**src/rtl/truth_table_sweeper_pkg.sv**
```systemverilog
// Shared definitions for the truth-table sweeper: FSM state encoding and a
// width helper reused by the sweeper and its hold timer.
package truth_table_sweeper_pkg;

    typedef enum logic [1:0] {
        IDLE  = 2'd0,
        DRIVE = 2'd1,
        DONE  = 2'd2
    } state_t;

    // Bits needed to hold values 0..value-1, never less than one.
    function automatic int clog2_min1(input int value);
        int width;
        width = 1;
        while ((1 << width) < value) width++;
        return width;
    endfunction

endpackage

```
**src/rtl/truth_table_sweeper_hold_timer.sv**
```systemverilog
// Per-pattern hold timer: reloadable down-counter whose terminal-count pulse
// marks the last cycle of each input combination's hold.
module truth_table_sweeper_hold_timer
    import truth_table_sweeper_pkg::*;
#(
    parameter int HOLD_CYCLES = 10
) (
    input  logic clk,
    input  logic rst_n,
    input  logic load,
    input  logic en,
    output logic tc
);

    localparam int CNT_W = clog2_min1(HOLD_CYCLES);
    localparam logic [CNT_W-1:0] RELOAD = CNT_W'(HOLD_CYCLES - 1);

    logic [CNT_W-1:0] count;

    // NOTE: sequential state uses non-blocking assignments so every register
    // samples its inputs from before the edge, independent of block order.
    always_ff @(posedge clk) begin
        if (!rst_n) begin
            count <= '0;
        end else if (load) begin
            count <= RELOAD;
        end else if (en) begin
            count <= (count == '0) ? RELOAD : count - CNT_W'(1);
        end
    end

    assign tc = en && (count == '0);

endmodule

```
**src/rtl/truth_table_sweeper.sv**
```systemverilog
// Exhaustive stimulus-and-capture stage: walks abc through every combination,
// samples y_in at the end of each hold and publishes the captured truth table.
module truth_table_sweeper
    import truth_table_sweeper_pkg::*;
#(
    parameter  int N_IN        = 3,
    parameter  int HOLD_CYCLES = 10,
    localparam int N_PAT       = 1 << N_IN
) (
    input  logic             clk,
    input  logic             rst_n,
    input  logic             start,
    input  logic             y_in,
    output logic [N_IN-1:0]  abc,
    output logic             busy,
    output logic             done,
    output logic [N_PAT-1:0] table_out,
    output logic             table_valid
);

    localparam logic [N_IN-1:0] LAST_PAT = N_IN'(N_PAT - 1);

    state_t           state;
    logic [N_PAT-1:0] work_table;
    logic [N_PAT-1:0] merged_table;
    logic             accept;
    logic             sample;

    assign accept = (state == IDLE) && start;

    truth_table_sweeper_hold_timer #(
        .HOLD_CYCLES(HOLD_CYCLES)
    ) u_hold_timer (
        .clk  (clk),
        .rst_n(rst_n),
        .load (accept),
        .en   (state == DRIVE),
        .tc   (sample)
    );

    // NOTE: every always_comb output gets a default first so no latch is inferred.
    always_comb begin
        merged_table      = work_table;
        merged_table[abc] = y_in;
    end

    always_ff @(posedge clk) begin
        if (!rst_n) begin
            state       <= IDLE;
            abc         <= '0;
            work_table  <= '0;
            table_out   <= '0;
            table_valid <= 1'b0;
            busy        <= 1'b0;
            done        <= 1'b0;
        end else begin
            case (state)
                IDLE: begin
                    done <= 1'b0;
                    if (start) begin
                        state       <= DRIVE;
                        abc         <= '0;
                        work_table  <= '0;
                        busy        <= 1'b1;
                        table_valid <= 1'b0;
                        table_out   <= '0;
                    end
                end
                DRIVE: begin
                    if (sample) begin
                        work_table <= merged_table;
                        if (abc == LAST_PAT) begin
                            // Final sample publishes the table on the same edge.
                            state       <= DONE;
                            table_out   <= merged_table;
                            table_valid <= 1'b1;
                            done        <= 1'b1;
                            abc         <= '0;
                        end else begin
                            abc <= abc + N_IN'(1);
                        end
                    end
                end
                DONE: begin
                    state <= IDLE;
                    done  <= 1'b0;
                    busy  <= 1'b0;
                end
                default: begin
                    state <= IDLE;
                    busy  <= 1'b0;
                    done  <= 1'b0;
                end
            endcase
        end
    end

endmodule

```
**config.mk**
```make
export PLATFORM = sky130hd
export DESIGN_NAME = truth_table_sweeper
export DESIGN_NICKNAME = d
export VERILOG_FILES = /design/src/rtl/truth_table_sweeper_pkg.sv /design/src/rtl/truth_table_sweeper_hold_timer.sv /design/src/rtl/truth_table_sweeper.sv
export SDC_FILE = /design/constraint.sdc
export NUM_CORES = 1
export LEC_CHECK = 0
export ABC_AREA = 1
export BUFFER_PORTS_ARGS = -buffer_cell sky130_fd_sc_hd__buf_2
export CORE_MARGIN = 4
export CORE_UTILIZATION = 61
export DETAILED_ROUTE_END_ITERATION = 6
export GPL_ROUTABILITY_DRIVEN = 0
export GPL_TIMING_DRIVEN = 0
export PLACE_DENSITY = 0.83
export SKIP_CTS_REPAIR_TIMING = 1
export SLEW_MARGIN = 30
export SYNTH_ARGS = -nofsm -noshare
export SYNTH_HDL_FRONTEND = slang
export SYNTH_SLANG_ARGS = --single-unit
```
**constraint.sdc**
```tcl
create_clock -name clk -period 3 [get_ports clk]
set_input_delay 0.6 -clock clk [delete_from_list [all_inputs] [get_ports clk]]
set_output_delay 0.6 -clock clk [all_outputs]
set_load 0.03 [all_outputs]
```
==> out/metrics.yaml <==
row_count: 17
cts.clk_slew.worst_paths_ns: 0.15
critPathKind: "flip-flop to primary output"
drive_gt1_frac: 0.165
reg2reg_from: "abc[0]"
ys.flop_type: "dfxtp_1"
startpoint: "abc[2]"
dp_hpwl_mm: 2.28
placed_cells: 273
ant_nets: 0
syn-cell-area_sq_mm: 0.00150
grt_pass1_wl_mm: 5.30
syn_nets: 235
grt_overflow: 0
clock_latency_ns: 0.34
io_buffers: 16
syn_avg_cell_area_sq_um: 6.56
seq_area_frac_synth: 0.373
ir_drop_v: 0.000463
setup_tns_ns: 0
area_growth_pct: 11.2
mostFrequentLayoutCell: "nand2_1"
finalCritPeriodShare: 0.505
synth_edf_count: 0
core_sq_mm: 0.00228
min_period_ns: 1.51
drc: 0
end_kind: "primary output"
ys_seq_elements: 28
cp_cell_sequence: "buf_2"
relSlewSlack: 0.806
drv_cap: 0
dr_total_vias: 1373
tritoncts: "yes"
startpoint_type: "flip-flop"
routed_wl_mm: 2.96
grt_pass1_vias: 1286
grt_max_degree: 17
slowest_stage: "dfxtp_1"
cts_buffer_depth: 2
fmax_mhz: 660
finalNetCount: 256
grt_antenna_before_repair: 0
synthTopCellsByArea: "dfxtp_1 37%, nand2_1 12%, nor2_1 11%"
final_cell_mix: "50 x nand2_1, 44 x nor2_1, 37 x inv_1"
grt_util_all_layers: 0.201
drt_iter0_drc: 48
syn_inst: 229
rsz0062_at_grt: "no"
cp_data_required_time_ns: 2.40
cts_sinks: 28
root_buffer: "clkbuf_4"
stdcell_count: 277
cp_max_fo: 3
yosysTopAreaCell: "dfxtp_1"
hold_violations: 0
arrival_ns: 0.91
diodes: 0
setup_viol: 0
worst-path-buf-inv: 1
critPathTopFamily: "flip-flops"
die_w_um: 57.6
hp-start: "table_valid"
numCtsBuffers: 3
die_area_sq_mm: 0.00332
die_y_um: 57.6
hp-class: "flip-flop to flip-flop"
max_stage_delay_ns: 0.38
final_max_slew_viol_count: 0
first_pass_iters: 4
run_status: "complete, no violations"
vias_per_cell: 4.96
tightestPinTransition_ns: 0.290
synth-async-reset-ratio: 0
io_pins: 18
htree_levels: 1
clock_skew_ns: 0.00346
leakage_uw: 0.000890
initial_core_util: 0.660
synth_cell_type_count: 24
routedWlPerCell_um: 10.7
synth_warnings: 0
synth_top_area_frac: 0.373
powerDensity_mw_per_mm2: 676
==> path summary, 6_finish.rpt <==
check            endpoint  slack (ns)  depth (start not counted)
max                abc[2]        1.49                          1
min           table_valid        0.46                          2
max reg2reg  table_out[1]        1.49                          8
min reg2reg   table_valid        0.46                          2
==> sequential cells by signal, summed over array words and instances (netlist names) <==
register and flops:
state 2, work_table 8, done 1, abc 3, table_out 8, busy 1
u_hold_timer.count 4, table_valid 1
==> layer usage <==
metal	up-vias	track usage	share of wire
li1	740	-	-
met1	613	0.263	0.46
met2	15	0.335	0.49
met3	5	0.0200	0.030
met4	0	0.0861	0.019
met5	-	0	0
==> cells by family after synthesis <==
family | after synthesis | share of synthesized area
DFF | 28 | 0.373
adders and majority gates | 2 | 0.0167
and+or+nand+nor | 128 | 0.392
buffers and inverters | 47 | 0.134
AOI/OAI and AO/OA | 24 | 0.0841
==> through the flow <==
step	worst slack, ns	hold slack, ns	cell area (sq um)	total power [uW]	utilization
2_1_floorplan	1.39	0.462	1500	799	-
3_3_place_gp	1.51	0.433	1620	879	0.711
3_5_place_dp	1.51	0.448	1620	889	0.711
6_report	1.49	0.460	1670	1130	0.734
4_1_cts	1.48	0.469	1670	1140	0.734
5_1_grt	1.35	0.510	1670	1220	0.734
==> power by group <==
group / switching (uW) / internal, uW
logic: 276 / 138
clock network: 115 / 135
registers: 33.1 / 431
==> area by class of cell <==
cell class / instances / area (sq um)
sequential: 28 / 561
inverter: 38 / 143
multi-input combinational: 154 / 741
tap: 28 / 35.0
buffer: 9 / 58.8
clock buffer: 3 / 22.5
fill: 216 / 606
timing repair buffer: 16 / 80.1
clock inverter: 1 / 30.0
==> synthesized netlist by cell type, types with 3 or more instances <==
| master | count |
|---|---|
| nand2_2 | 3 |
| nand4_1 | 3 |
| o21ai_1 | 4 |
| nor2_1 | 44 |
| buf_2 | 5 |
| o21ai_0 | 9 |
| nand3_1 | 17 |
| nor2_2 | 3 |
| a21oi_1 | 9 |
| dfxtp_1 | 28 |
| inv_1 | 37 |
| nand2_1 | 50 |
(Power assumes the default switching activity.)
